**src/rtl/ruler_search_sequencer_if.sv**
```systemverilog
// Bus between the search sequencer and the chain of mark counters: the
// counters report their state upward and the sequencer broadcasts its controls down.
interface ruler_search_sequencer_if #(
   parameter int NPOS = 5,
   parameter int VW   = 6,
   parameter int MAXV = 63,
   parameter int EW   = 3
);
   logic [NPOS-1:0]      cnt_ready;
   logic [NPOS*EW-1:0]   cnt_next_enabled;
   logic [NPOS*VW-1:0]   cnt_next_start;
   logic [NPOS*VW-1:0]   cnt_val;
   logic [NPOS*MAXV-1:0] cnt_pd_hash;
   logic [EW-1:0]        enabled;
   logic                 global_ready;
   logic [VW-1:0]        start_value;
   logic [VW-1:0]        limit;
   logic [MAXV-1:0]      distances;

   modport master (
      input  cnt_ready, cnt_next_enabled, cnt_next_start, cnt_val, cnt_pd_hash,
      output enabled, global_ready, start_value, limit, distances
   );

   modport slave (
      output cnt_ready, cnt_next_enabled, cnt_next_start, cnt_val, cnt_pd_hash,
      input  enabled, global_ready, start_value, limit, distances
   );
endinterface

```
**src/rtl/ruler_search_sequencer.sv**
```systemverilog
// Golomb ruler search controller: passes the level token along the counter chain,
// merges distance hashes, records completed rulers and tightens the length bound.
module ruler_search_sequencer #(
   parameter int NPOS    = 5,
   parameter int VW      = 6,
   parameter int MAXV    = 63,
   parameter int EW      = 3,
   parameter int TIMEOUT = 64
) (
   input  logic                     clock,
   input  logic                     reset,
   input  logic                     start,
   input  logic [VW-1:0]            init_limit,
   ruler_search_sequencer_if.master bus,
   output logic                     sol_valid,
   output logic [NPOS*VW-1:0]       sol_marks,
   output logic                     busy,
   output logic                     done,
   output logic                     error,
   output logic [31:0]              steps
);
   localparam int WW = $clog2(TIMEOUT + 1);

   localparam logic [2:0] S_IDLE  = 3'd0;
   localparam logic [2:0] S_ISSUE = 3'd1;
   localparam logic [2:0] S_WAIT  = 3'd2;
   localparam logic [2:0] S_EVAL  = 3'd3;
   localparam logic [2:0] S_FIN   = 3'd4;

   localparam logic [EW-1:0] LVL_NONE  = {EW{1'b0}};
   localparam logic [EW-1:0] LVL_ONE   = EW'(1);
   localparam logic [EW-1:0] LVL_FULL  = EW'(NPOS + 1);
   localparam logic [WW-1:0] WAIT_ZERO = {WW{1'b0}};
   localparam logic [WW-1:0] WAIT_LAST = WW'(TIMEOUT - 1);
   localparam logic [31:0]   STEPS_MAX = 32'hFFFF_FFFF;

   logic [2:0]         state_q, state_d;
   logic [WW-1:0]      wcnt_q, wcnt_d;
   logic [EW-1:0]      enabled_q, enabled_d;
   logic               global_ready_q, global_ready_d;
   logic [VW-1:0]      start_value_q, start_value_d;
   logic [VW-1:0]      limit_q, limit_d;
   logic [MAXV-1:0]    distances_q, distances_d;
   logic               sol_valid_q, sol_valid_d;
   logic [NPOS*VW-1:0] sol_marks_q, sol_marks_d;
   logic               busy_q, busy_d;
   logic               done_q, done_d;
   logic               error_q, error_d;
   logic [31:0]        steps_q, steps_d;

   logic               act_ready_s;
   logic [EW-1:0]      act_next_s;
   logic [VW-1:0]      act_start_s;
   logic [MAXV-1:0]    dist_s;
   logic               hit_s;

   // Select the active level's response and fold the hashes of the levels below its successor.
   always_comb begin
      act_ready_s = 1'b0;
      act_next_s  = {EW{1'b0}};
      act_start_s = {VW{1'b0}};
      dist_s      = {MAXV{1'b0}};
      hit_s       = 1'b0;
      for (int l = 0; l < NPOS; l++) begin
         hit_s       = (enabled_q == EW'(l + 1));
         act_ready_s = act_ready_s | (hit_s & bus.cnt_ready[l]);
         act_next_s  = act_next_s  | ({EW{hit_s}} & bus.cnt_next_enabled[l*EW +: EW]);
         act_start_s = act_start_s | ({VW{hit_s}} & bus.cnt_next_start[l*VW +: VW]);
      end
      for (int l = 0; l < NPOS; l++) begin
         dist_s = dist_s | ({MAXV{EW'(l + 1) < act_next_s}} & bus.cnt_pd_hash[l*MAXV +: MAXV]);
      end
   end

   // Round sequencing; every output is registered from the values chosen here.
   always_comb begin
      state_d        = state_q;
      wcnt_d         = wcnt_q;
      enabled_d      = enabled_q;
      global_ready_d = 1'b0;
      start_value_d  = start_value_q;
      limit_d        = limit_q;
      distances_d    = distances_q;
      sol_valid_d    = 1'b0;
      sol_marks_d    = sol_marks_q;
      busy_d         = busy_q;
      done_d         = done_q;
      error_d        = error_q;
      steps_d        = steps_q;
      case (state_q)
         S_IDLE: begin
            if (start) begin
               state_d        = S_ISSUE;
               global_ready_d = 1'b1;
               limit_d        = init_limit;
               enabled_d      = LVL_ONE;
               start_value_d  = VW'(1);
               distances_d    = {MAXV{1'b0}};
               steps_d        = 32'd0;
               done_d         = 1'b0;
               error_d        = 1'b0;
               busy_d         = 1'b1;
            end else begin
               state_d = S_IDLE;
            end
         end
         S_ISSUE: begin
            state_d = S_WAIT;
            wcnt_d  = WAIT_ZERO;
            if (steps_q != STEPS_MAX) begin
               steps_d = steps_q + 32'd1;
            end else begin
               steps_d = steps_q;
            end
         end
         S_WAIT: begin
            // A counter-progress test would always be met by the two-cycle floor,
            // so only the floor and the active level's ready gate evaluation.
            if ((wcnt_q != WAIT_ZERO) && act_ready_s) begin
               state_d = S_EVAL;
            end else if (wcnt_q == WAIT_LAST) begin
               state_d   = S_FIN;
               error_d   = 1'b1;
               enabled_d = LVL_NONE;
               busy_d    = 1'b0;
               done_d    = 1'b1;
            end else begin
               wcnt_d = wcnt_q + WW'(1);
            end
         end
         S_EVAL: begin
            if (act_next_s == LVL_NONE) begin
               state_d   = S_FIN;
               enabled_d = LVL_NONE;
               busy_d    = 1'b0;
               done_d    = 1'b1;
            end else if (act_next_s == LVL_FULL) begin
               state_d        = S_ISSUE;
               global_ready_d = 1'b1;
               sol_valid_d    = 1'b1;
               sol_marks_d    = bus.cnt_val;
               limit_d        = bus.cnt_val[NPOS*VW-1 -: VW];
            end else if (act_next_s < LVL_FULL) begin
               state_d        = S_ISSUE;
               global_ready_d = 1'b1;
               enabled_d      = act_next_s;
               start_value_d  = act_start_s;
               distances_d    = dist_s;
            end else begin
               state_d   = S_FIN;
               error_d   = 1'b1;
               enabled_d = LVL_NONE;
               busy_d    = 1'b0;
               done_d    = 1'b1;
            end
         end
         S_FIN: begin
            state_d = S_IDLE;
         end
         default: begin
            state_d   = S_IDLE;
            enabled_d = LVL_NONE;
            busy_d    = 1'b0;
         end
      endcase
   end

   // State and output registers.
   always_ff @(posedge clock or posedge reset) begin
      if (reset) begin
         state_q        <= S_IDLE;
         wcnt_q         <= WAIT_ZERO;
         enabled_q      <= LVL_NONE;
         global_ready_q <= 1'b0;
         start_value_q  <= {VW{1'b0}};
         limit_q        <= {VW{1'b0}};
         distances_q    <= {MAXV{1'b0}};
         sol_valid_q    <= 1'b0;
         sol_marks_q    <= {(NPOS*VW){1'b0}};
         busy_q         <= 1'b0;
         done_q         <= 1'b0;
         error_q        <= 1'b0;
         steps_q        <= 32'd0;
      end else begin
         state_q        <= state_d;
         wcnt_q         <= wcnt_d;
         enabled_q      <= enabled_d;
         global_ready_q <= global_ready_d;
         start_value_q  <= start_value_d;
         limit_q        <= limit_d;
         distances_q    <= distances_d;
         sol_valid_q    <= sol_valid_d;
         sol_marks_q    <= sol_marks_d;
         busy_q         <= busy_d;
         done_q         <= done_d;
         error_q        <= error_d;
         steps_q        <= steps_d;
      end
   end

   assign bus.enabled      = enabled_q;
   assign bus.global_ready = global_ready_q;
   assign bus.start_value  = start_value_q;
   assign bus.limit        = limit_q;
   assign bus.distances    = distances_q;
   assign sol_valid        = sol_valid_q;
   assign sol_marks        = sol_marks_q;
   assign busy             = busy_q;
   assign done             = done_q;
   assign error            = error_q;
   assign steps            = steps_q;

endmodule

```
**src/flat_wrapper.sv**
```systemverilog
// flat-port wrapper written by rule: the top's interface ports become plain ports
module ruler_search_sequencer_flat 
#(
   parameter int NPOS    = 5,
   parameter int VW      = 6,
   parameter int MAXV    = 63,
   parameter int EW      = 3,
   parameter int TIMEOUT = 64
)
  (clock, reset, start, init_limit, sol_valid, sol_marks, busy, done, error, steps, bus_cnt_ready, bus_cnt_next_enabled, bus_cnt_next_start, bus_cnt_val, bus_cnt_pd_hash, bus_enabled, bus_global_ready, bus_start_value, bus_limit, bus_distances);
  ruler_search_sequencer_if #(.NPOS(NPOS), .VW(VW), .MAXV(MAXV), .EW(EW)) bus_i ();
  input  logic clock;
  input  logic reset;
  input  logic start;
  input  logic [VW-1:0] init_limit;
  output logic sol_valid;
  output logic [NPOS*VW-1:0] sol_marks;
  output logic busy;
  output logic done;
  output logic error;
  output logic [31:0] steps;
  input wire logic [$bits(bus_i.cnt_ready)-1:0] bus_cnt_ready;
  input wire logic [$bits(bus_i.cnt_next_enabled)-1:0] bus_cnt_next_enabled;
  input wire logic [$bits(bus_i.cnt_next_start)-1:0] bus_cnt_next_start;
  input wire logic [$bits(bus_i.cnt_val)-1:0] bus_cnt_val;
  input wire logic [$bits(bus_i.cnt_pd_hash)-1:0] bus_cnt_pd_hash;
  output wire logic [$bits(bus_i.enabled)-1:0] bus_enabled;
  output wire logic [$bits(bus_i.global_ready)-1:0] bus_global_ready;
  output wire logic [$bits(bus_i.start_value)-1:0] bus_start_value;
  output wire logic [$bits(bus_i.limit)-1:0] bus_limit;
  output wire logic [$bits(bus_i.distances)-1:0] bus_distances;
  assign bus_i.cnt_ready = bus_cnt_ready;
  assign bus_i.cnt_next_enabled = bus_cnt_next_enabled;
  assign bus_i.cnt_next_start = bus_cnt_next_start;
  assign bus_i.cnt_val = bus_cnt_val;
  assign bus_i.cnt_pd_hash = bus_cnt_pd_hash;
  assign bus_enabled = bus_i.enabled;
  assign bus_global_ready = bus_i.global_ready;
  assign bus_start_value = bus_i.start_value;
  assign bus_limit = bus_i.limit;
  assign bus_distances = bus_i.distances;
  ruler_search_sequencer #(.NPOS(NPOS), .VW(VW), .MAXV(MAXV), .EW(EW), .TIMEOUT(TIMEOUT)) u_core (.clock(clock), .reset(reset), .start(start), .init_limit(init_limit), .bus(bus_i), .sol_valid(sol_valid), .sol_marks(sol_marks), .busy(busy), .done(done), .error(error), .steps(steps));
endmodule
```
**config.mk**
```make
export PLATFORM = sky130hd
export DESIGN_NAME = ruler_search_sequencer_flat
export DESIGN_NICKNAME = d
export VERILOG_FILES = /design/src/rtl/ruler_search_sequencer_if.sv /design/src/rtl/ruler_search_sequencer.sv /design/src/flat_wrapper.sv
export SDC_FILE = /design/constraint.sdc
export NUM_CORES = 1
export LEC_CHECK = 0
export ABC_AREA = 1
export CORE_AREA = 2 2 215 217
export DETAILED_ROUTE_END_ITERATION = 8
export DIE_AREA = 0 0 217 219
export GPL_TIMING_DRIVEN = 0
export PLACE_DENSITY_LB_ADDON = 0.3
export SLEW_MARGIN = 25
export SYNTH_ARGS = -nofsm -noshare
export SYNTH_HDL_FRONTEND = slang
export SYNTH_SLANG_ARGS = --single-unit
export TNS_END_PERCENT = 30
```
**constraint.sdc**
```tcl
create_clock -name clock -period 8.05 [get_ports clock]
set_input_delay 1.61 -clock clock [delete_from_list [all_inputs] [get_ports clock]]
set_output_delay 1.61 -clock clock [all_outputs]
set_load 0.02 [all_outputs]
```
==> impl_metrics.env, run 1 <==
export IMPL_grt_overflow_total=0
export IMPL_peakVddDrop_v=0.0001625
export IMPL_tritoncts="built"
export IMPL_io_buffers=548
export IMPL_grt_max_degree=83
export IMPL_cts_buffers=17
export IMPL_yosys_area_top_type="dfrtp_1"
export IMPL_cts_root_buf="clkbuf_16"
export IMPL_antenna_found_initial=19
export IMPL_hold_viol_final=0
export IMPL_yosys_warnings=0
export IMPL_fin_crit_sh_pct=45.51
export IMPL_critPathTopFamily="simple AND/OR/NAND/NOR gates"
export IMPL_p_int_uw=2409
export IMPL_post_cts_resized=0
export IMPL_start_util_pct=20.59
export IMPL_cp_num_buf_inv=2
export IMPL_synth_distinct_cells=38
export IMPL_synth_nets=1788
export IMPL_insertion_delay_ns=0.44
export IMPL_ys_ff_latch=155
export IMPL_maxCapViolCount=0
export IMPL_avgSynthCellArea_um2=6.723
export IMPL_finalMaxSlewViolations=0
export IMPL_core_um2=45090
export IMPL_p_seq_share_pct=25.4
export IMPL_synthArstFlopShare_pct=100.0
export IMPL_dp_hpwl_um=42560
export IMPL_gp_congestion=0.9480
export IMPL_drc_errors=0
export IMPL_die_area_um2=47520
export IMPL_grt_pass1_vias=11510
export IMPL_min_path_type="reg2reg"
export IMPL_cpPeakStageDelay_ns=0.49
export IMPL_min_period_ns=3.664
export IMPL_endpoint_kind="flop"
export IMPL_combPwrFrac_pct=55.0
export IMPL_seq_area_frac_synth_pct=41.78
export IMPL_cts_buffer_depth=2
export IMPL_area_delta_synth_final_pct=74.47
export IMPL_p_switching_uw=2004
export IMPL_wl_per_cell_um=20.37
export IMPL_fp_dieH_um=219
export IMPL_worstMarginPinSlew_ns=0.7890
export IMPL_reg2reg_slack_ns=5.06
export IMPL_ant_nets=0
export IMPL_path_cells="clkdlybuf4s50_1, nand4_1, nand2_1, nor2_1, nand2_1, buf_2, a21oi_1, nand2_1, nand2_1, nand2_1"
export IMPL_p_leak_uw=0.007301
export IMPL_netlist_area_leader_share_pct=41.78
export IMPL_synth_area_leaders="dfrtp_1 (42%), nand2_1 (28%), a21oi_1 (7.4%)"
export IMPL_setup_viol=0
export IMPL_drive_above_1_share_pct=5.507
export IMPL_postCtsHoldBufs=0
export IMPL_first_iter_violations=719
export IMPL_p_clk_share_pct=19.6
export IMPL_dieWidth_um=217
export IMPL_pin_count=549
export IMPL_cp_max_fo=10
export IMPL_max_slew_margin_pct=47.12
export IMPL_arrival_ns=3.99
export IMPL_power_density_nw_per_um2=272.4
export IMPL_syn_area_um2=9284
export IMPL_viasPerCell=4.420
export IMPL_synth_flop_cell="dfrtp_1"
export IMPL_first_pass_iters=5
export IMPL_cts_setup_buffers=0
export IMPL_fin_nets=2356
export IMPL_cts_sinks=155
export IMPL_slowest_stage="nand2_1"
export IMPL_track_usage_pct=21.54
export IMPL_required_ns=8.38
export IMPL_postSynthCellCount=1381
export IMPL_outcome="finished, final reports clean"
export IMPL_vias=11360
export IMPL_clk_pin_slew_ns=0.07
export IMPL_start_kind="input port"
export IMPL_cts_htree_levels=4
export IMPL_cpMostUsedCell="nand2_1"
export IMPL_grt_pass1_wl_um=74780
export IMPL_clock_skew_ns=0.01143
export IMPL_path_class="in2reg"
export IMPL_fin_setup_tns_ns=0
export IMPL_routed_wl_um=52370
export IMPL_final_util_pct=35.93
export IMPL_synth_edff_count=0
export IMPL_p_sw_share_pct=45.41
export IMPL_nFillCells=4833
export IMPL_placementRows=78
export IMPL_max_freq_mhz=272.9
export IMPL_grt_setup_unrepaired="no"
## final timing paths
kind / startpoint / endpoint / cells after the start
setup / recovery: bus_cnt_next_enabled[14] / u_core.bus.distances[34]$_DFFE_PP0P_ / 10
hold / removal: u_core.bus.limit[1]$_DFFE_PP0P_ / u_core.bus.limit[1]$_DFFE_PP0P_ / 2
setup reg to reg: u_core.bus.enabled[2]$_DFFE_PP0P_ / u_core.bus.distances[34]$_DFFE_PP0P_ / 13
hold reg to reg: u_core.bus.limit[1]$_DFFE_PP0P_ / u_core.bus.limit[1]$_DFFE_PP0P_ / 2
max in group asynchronous: reset / u_core.wcnt_q[2]$_DFFE_PP0P_ / 3
min in group asynchronous: reset / u_core.sol_marks[8]$_DFFE_PP0P_ / 2
## layer usage
| metal | wire (um) | up-vias | GRT usage [%] |
|---|---|---|---|
| met5 | 99 | - | 0 |
| met2 | 25640 | 400 | 37.16 |
| li1 | - | 5577 | - |
| met3 | 3835 | 69 | 6.043 |
| met4 | 1382 | 16 | 7.785 |
| met1 | 21420 | 5301 | 25.50 |
## registers in the layout, indices dropped and copies added, names as in the netlist, 3 cells and up
name                    count
u_core.bus.distances       63
u_core.steps               32
u_core.sol_marks           30
u_core.wcnt_q               7
u_core.bus.limit            6
u_core.bus.start_value      6
u_core.bus.enabled          3
u_core.state_q              3
## tightest hold or removal path, delay by kind of cell (launching register included)
family / cells / cell delay, ns
DFF: 1 / 0.34
and+or+nand+nor: 2 / 0.10
## layout make-up
| type | instances | area (um2) | share of cell area [%] |
|---|---|---|---|
| antenna | 10 | 25.02 | 0.1545 |
| buffer | 55 | 309.0 | 1.908 |
| clock buffer | 20 | 436.7 | 2.696 |
| clock inverter | 11 | 171.4 | 1.058 |
| inverter | 72 | 277.8 | 1.715 |
| multi-input combinational | 1099 | 4836 | 29.85 |
| sequential | 155 | 3879 | 23.95 |
| tap | 600 | 750.7 | 4.635 |
| timing repair buffer | 549 | 5513 | 34.03 |
## cells by family (layout without fill, tap and decap cells)
group                    Yosys count  after routing  synth area share, %
AND/OR/NAND/NOR                  876            876                38.45
AO/OA/AOI/OAI                    205            205                11.71
flip-flops                       155            155                41.78
buffers and inverters            127            707                6.240
XOR/XNOR                          15             15                1.415
adder cells (fa/ha/maj)            3              3               0.4044
other                              0             10                    0
## synthesized netlist by cell type (12+ instances only)
cell / number
xor2_1: 14
nor3_1: 17
nor2_1: 65
dfrtp_1: 155
buf_2: 40
nand4_1: 19
o21ai_1: 12
a21oi_1: 137
nand3_1: 52
o21ai_0: 37
nand2_1: 696
inv_1: 62
## power groups by stage
stage	sequential, uW	combinational [uW]	clock, uW
final	1120	2430	866
after global routing	1140	2650	927
after CTS	1120	2460	891
after detailed placement	1130	2450	0
after global placement	1120	2430	0
after floorplan	1350	1040	0
## through the flow
| step | hold slack (ns) | cells | total power (uW) | setup slack (ns) | area (um2) |
|---|---|---|---|---|---|
| 2_1_floorplan | 0.5087 | 1381 | 2396 | 2.262 | 9284 |
| 3_3_place_gp | 0.4546 | 2529 | 3554 | -0.5775 | 15520 |
| 3_5_place_dp | 0.4571 | 2530 | 3575 | 3.866 | 15560 |
| 4_1_cts | 0.4735 | 2561 | 4465 | 4.323 | 16170 |
| 5_1_grt | 0.4965 | 2569 | 4721 | 4.229 | 16190 |
| 6_report | 0.4741 | 2571 | 4413 | 4.386 | 16200 |
## cells in the final DEF (no fill, tap or decap), types with 17 or more instances in the layout
| cell | synthesis | routed |
|---|---|---|
| a21oi_1 | 137 | 137 |
| buf_2 | 40 | 40 |
| clkbuf_16 | 0 | 17 |
| clkdlybuf4s50_1 | 0 | 548 |
| dfrtp_1 | 155 | 155 |
| inv_1 | 62 | 61 |
| nand2_1 | 696 | 696 |
| nand3_1 | 52 | 52 |
| nand4_1 | 19 | 19 |
| nor2_1 | 65 | 65 |
| o21ai_0 | 37 | 37 |
No activity file was read; power rests on OpenSTA's default activity.
==> inputs of run 2 (changes only) <==
- CORE_AREA: 2 2 215 217 -> 2 2 216 218
- DIE_AREA: 0 0 217 219 -> 0 0 218 220
- clock period: 8.05 -> 3.3 ns (I/O delays scaled with it)
==> run 2 against run 1 <==
Register-to-register slack worse by 4.7 ns. Routed wire length down 3.1%. Clock skew down 0.0010 ns. Total power up 140%. Final cell count up 0.39%. Combinational power up 140%. Die area up 0.92%. Largest cell class unchanged. Setup slack worse by 4.0 ns. Sequential cell count unchanged.
==> impl_metrics.env, run 2 (same netlist as run 1, synthesis figures left out) <==
export IMPL_clk_pin_slew_ns=0.07
export IMPL_nFillCells=4868
export IMPL_critPathTopFamily="simple AND/OR/NAND/NOR gates"
export IMPL_die_area_um2=47960
export IMPL_min_path_type="in2async"
export IMPL_postCtsHoldBufs=0
export IMPL_cp_max_fo=10
export IMPL_cpMostUsedCell="nand2_1"
export IMPL_first_pass_iters=5
export IMPL_outcome="finished, final reports clean"
export IMPL_final_cell_mix="nand2_1 (696), clkdlybuf4s50_1 (548), dfrtp_1 (155), a21oi_1 (137), nor2_1 (65)"
export IMPL_p_leak_uw=0.007353
export IMPL_drc_errors=0
export IMPL_ant_nets=0
export IMPL_cts_htree_levels=4
export IMPL_first_iter_violations=582
export IMPL_drive_above_1_share_pct=5.897
export IMPL_path_cells="buf_4, nand3_2, inv_2, nand2_1, nand3_1, nor2_1, nand2_1, buf_2, a21oi_1, nand2_1, nand2_1, nand2_1"
export IMPL_track_usage_pct=20.69
export IMPL_placementRows=79
export IMPL_grt_setup_unrepaired="no"
export IMPL_final_common_cell="nand2_1"
export IMPL_worstMarginPinSlew_ns=0.8086
export IMPL_dp_hpwl_um=41790
export IMPL_p_switching_uw=4884
export IMPL_detailed_place_area_um2=15670
export IMPL_cts_buffer_depth=2
export IMPL_finalMaxSlewViolations=0
export IMPL_grt_max_degree=29
export IMPL_vias=11280
export IMPL_p_int_uw=5886
export IMPL_endpoint_kind="flop"
export IMPL_routed_wl_um=50770
export IMPL_start_util_pct=20.24
export IMPL_gp_congestion=0.9652
export IMPL_setup_viol=0
export IMPL_slowest_stage="nand2_1"
export IMPL_final_util_pct=35.57
export IMPL_grt_overflow_total=0
export IMPL_combPwrFrac_pct=54.9
export IMPL_clock_skew_ns=0.01041
export IMPL_antenna_found_initial=12
export IMPL_arrival_ns=3.25
export IMPL_wl_per_cell_um=19.67
export IMPL_cts_buffers=17
export IMPL_multi_input_area_um2=4836
export IMPL_pin_count=549
export IMPL_fp_dieH_um=220
export IMPL_tritoncts="built"
export IMPL_fin_crit_sh_pct=88.36
export IMPL_max_slew_margin_pct=45.90
export IMPL_final_area_um2=16320
export IMPL_core_um2=45860
export IMPL_p_clk_share_pct=19.9
export IMPL_grt_pass1_vias=11380
export IMPL_p_sw_share_pct=45.34
export IMPL_rr_worst_depth=12
export IMPL_fin_setup_tns_ns=0
export IMPL_reg2reg_slack_ns=0.38
export IMPL_io_buffers=548
export IMPL_cts_setup_buffers=0
export IMPL_cp_num_buf_inv=3
export IMPL_cts_sinks=155
export IMPL_dieWidth_um=218
export IMPL_fin_nets=2361
export IMPL_cpPeakStageDelay_ns=0.46
export IMPL_peakVddDrop_v=0.0003713
export IMPL_post_cts_resized=0
export IMPL_cp_depth=12
export IMPL_required_ns=3.64
export IMPL_area_delta_synth_final_pct=75.74
export IMPL_power_density_nw_per_um2=660.1
export IMPL_insertion_delay_ns=0.44
export IMPL_p_seq_share_pct=25.3
export IMPL_cts_root_buf="clkbuf_16"
export IMPL_min_period_ns=2.916
export IMPL_grt_pass1_wl_um=73000
export IMPL_start_kind="flop"
export IMPL_largest_reg_flops=63
export IMPL_max_freq_mhz=343.0
export IMPL_viasPerCell=4.370
export IMPL_final_seq_area_um2=3879
export IMPL_hold_viol_final=0
export IMPL_maxCapViolCount=0
export IMPL_path_class="reg2reg"
==> run 2: final timing paths <==
check / from / end
worst max-delay path: u_core.bus.enabled[1]$_DFFE_PP0P_ / u_core.bus.distances[36]$_DFFE_PP0P_
worst min-delay path: reset / u_core.bus.distances[41]$_DFFE_PP0P_
worst max register to register: u_core.bus.enabled[1]$_DFFE_PP0P_ / u_core.bus.distances[36]$_DFFE_PP0P_
worst min register to register: u_core.sol_marks[2]$_DFFE_PP0P_ / u_core.sol_marks[2]$_DFFE_PP0P_
max in group asynchronous: reset / u_core.wcnt_q[6]$_DFFE_PP0P_
min in group clock: u_core.sol_marks[2]$_DFFE_PP0P_ / u_core.sol_marks[2]$_DFFE_PP0P_
==> run 2: layout make-up <==
cell class	count	area share [%]
Multi-Input combinational cell	1099	29.64
Clock buffer	21	2.883
Clock inverter	11	0.9663
Antenna cell	7	0.1074
Inverter	72	1.679
Tap cell	607	4.655
Buffer	55	1.894
Sequential cell	155	23.77
Timing Repair Buffer	554	34.40
==> run 2: routing by layer <==
metal,share of wire [%],GRT usage (%),vias to the layer above
met3,6.3,5.300,52
li1,-,-,5574
met4,1.9,5.510,10
met2,50,36.56,344
met5,0.14,0,-
met1,42,24.81,5300
==> run 2: worst register-to-register path, stage by stage (launching register included) <==
cell     delay, ns
dfrtp_1       0.45
buf_4         0.21
nand3_2       0.09
inv_2         0.12
nand2_1       0.14
nand3_1       0.08
nor2_1        0.31
nand2_1       0.46
buf_2         0.37
a21oi_1       0.35
nand2_1       0.11
nand2_1       0.07
nand2_1       0.05
==> run 2: per-stage QoR <==
step	total power [uW]	hold slack (ns)	cells	worst slack (ns)
CTS	10930	0.4409	2574	0.2805
finish	10770	0.4691	2581	0.3842
detailed placement	8733	0.4580	2542	0.07471
global route	11530	0.4486	2580	0.1893
global placement	8678	0.4545	2536	-0.9732
floorplan	5846	0.5087	1381	0.6811
==> run 2: power groups by stage <==
stage	clock (uW)	combinational (uW)	sequential, uW
2_1_floorplan	0	2550	3300
6_report	2140	5910	2720
3_5_place_dp	0	5990	2740
4_1_cts	2200	6010	2720
5_1_grt	2270	6480	2790
3_3_place_gp	0	5950	2730
==> inputs of run 3 (changes only) <==
- ABC_CLOCK_PERIOD_IN_PS: default -> 3300
- CORE_AREA: 2 2 216 218 -> 2 2 214 216
- DIE_AREA: 0 0 218 220 -> 0 0 216 218
==> run 3 against run 2 <==
Via count decreased by 1.4%. Largest cell class unchanged. Sequential share of layout area about the same. Global-route usage increased by 0.73 points. Total power increased by 1.2%. Sequential power about the same. Non-clock buffer count unchanged. Final cell count decreased by 0.43%. Die area decreased by 1.8%. Register-to-register slack got worse by 0.05 ns. Worst hold slack got worse by 0.00085 ns. Critical path depth increased by 1.
==> impl_metrics.env, run 3 (same netlist as run 1, synthesis figures left out) <==
export IMPL_postCtsHoldBufs=0
export IMPL_first_pass_iters=5
export IMPL_die_area_um2=47090
export IMPL_fin_crit_sh_pct=89.85
export IMPL_placementRows=78
export IMPL_drive_above_1_share_pct=5.646
export IMPL_io_buffers=548
export IMPL_tritoncts="built"
export IMPL_drc_errors=0
export IMPL_arrival_ns=3.29
export IMPL_min_path_type="reg2reg"
export IMPL_clk_pin_slew_ns=0.06
export IMPL_core_um2=44890
export IMPL_max_freq_mhz=337.3
export IMPL_ant_nets=0
export IMPL_cts_root_buf="clkbuf_16"
export IMPL_max_slew_margin_pct=40.45
export IMPL_post_cts_resized=0
export IMPL_gp_congestion=0.9541
export IMPL_final_common_cell="nand2_1"
export IMPL_hold_viol_final=0
export IMPL_crit_path_start="u_core.bus.enabled[2]$_DFFE_PP0P_"
export IMPL_power_density_nw_per_um2=667.7
export IMPL_final_cell_mix="nand2_1 (696), clkdlybuf4s50_1 (548), dfrtp_1 (155), a21oi_1 (137), nor2_1 (65)"
export IMPL_track_usage_pct=21.42
export IMPL_p_leak_uw=0.007367
export IMPL_first_iter_violations=685
export IMPL_cts_setup_buffers=0
export IMPL_fin_nets=2361
export IMPL_wl_per_cell_um=20.03
export IMPL_grt_pass1_vias=11340
export IMPL_maxCapViolCount=0
export IMPL_routed_wl_um=51470
export IMPL_start_kind="flop"
export IMPL_largest_reg_flops=63
export IMPL_dp_hpwl_um=42280
export IMPL_outcome="finished, final reports clean"
export IMPL_cts_buffers=17
export IMPL_cts_buffer_depth=2
export IMPL_vias=11120
export IMPL_viasPerCell=4.326
export IMPL_clock_skew_ns=0.01257
export IMPL_nFillCells=4791
export IMPL_finalMaxSlewViolations=0
export IMPL_rr_startpoint="u_core.bus.enabled[2]$_DFFE_PP0P_"
export IMPL_cts_htree_levels=4
export IMPL_grt_max_degree=29
export IMPL_worstMarginPinSlew_ns=0.8885
export IMPL_cts_sinks=155
export IMPL_path_class="reg2reg"
export IMPL_start_util_pct=20.68
export IMPL_min_period_ns=2.965
export IMPL_grt_pass1_wl_um=74040
export IMPL_required_ns=3.63
export IMPL_dieWidth_um=216
export IMPL_setup_viol=0
export IMPL_grt_setup_unrepaired="no"
export IMPL_pin_count=549
export IMPL_insertion_delay_ns=0.44
export IMPL_endpoint_kind="flop"
export IMPL_final_util_pct=36.36
export IMPL_area_delta_synth_final_pct=75.82
export IMPL_hp_start="u_core.sol_marks[8]$_DFFE_PP0P_"
export IMPL_grt_overflow_total=0
export IMPL_whs_ns=0.4683
export IMPL_peakVddDrop_v=0.0004105
export IMPL_antenna_found_initial=11
export IMPL_cp_max_fo=10
export IMPL_fp_dieH_um=218
[run 3: routing by layer]
layer	vias up	track usage (%)	routed length, um
met5	-	0	103
met4	16	6.027	1084
met3	52	5.676	3554
met2	369	38.56	25910
met1	5109	24.94	20810
li1	5572	-	-
[run 3: cell type report]
class                      count  area [um2]  area share [%]
multi-input combinational   1099        4836           29.63
clock buffer                  25       485.5           2.974
clock inverter                 6       158.9          0.9735
antenna                        4       10.01         0.06132
timing repair buffer         554        5620           34.43
sequential                   155        3879           23.76
tap                          600       750.7           4.599
buffer                        55       309.0           1.893
inverter                      72       274.0           1.679
[run 3: stage by stage]
stage	worst slack [ns]	total power (uW)	setup TNS, ns	std cells	cell area [um2]
3_5_place_dp	0.09013	8788	0	2535	15670
6_report	0.3351	10900	0	2570	16320
5_1_grt	0.1317	11650	0	2567	16320
4_1_cts	0.2532	11070	0	2566	16310
2_1_floorplan	0.6811	5846	0	1381	9288
3_3_place_gp	-0.9978	8730	-150.31	2529	15520
[run 3: power breakdown]
| part | switching [uW] | internal (uW) | leakage, uW |
|---|---|---|---|
| registers | 312 | 2410 | 0.00213 |
| clock network | 833 | 1400 | 0.000312 |
| logic | 3720 | 2220 | 0.00493 |
| total | 4870 | 6030 | 0.00737 |
[run 3: final timing paths]
kind	to	slack, ns	cells past startpoint
max in group asynchronous	u_core.wcnt_q[1]$_DFFE_PP0P_	1.60	6
worst max register to register	u_core.bus.distances[34]$_DFFE_PP0P_	0.34	13
worst min register to register	u_core.sol_marks[8]$_DFFE_PP0P_	0.47	2
worst min-delay path	u_core.sol_marks[8]$_DFFE_PP0P_	0.47	2
worst max-delay path	u_core.bus.distances[34]$_DFFE_PP0P_	0.34	13
min in group asynchronous	u_core.bus.distances[43]$_DFFE_PP0P_	0.57	2
[run 3: worst max-delay path, stage by stage (launching register included)]
cell and delay, ns:
dfrtp_1 0.35, buf_4 0.18, inv_2 0.12, nand3_2 0.11, inv_2 0.13, nand2_1 0.14, nand3_1 0.09, nor2_1 0.36
nand2_1 0.43, buf_2 0.34, a21oi_1 0.39, nand2_1 0.10, nand2_1 0.06, nand2_1 0.04
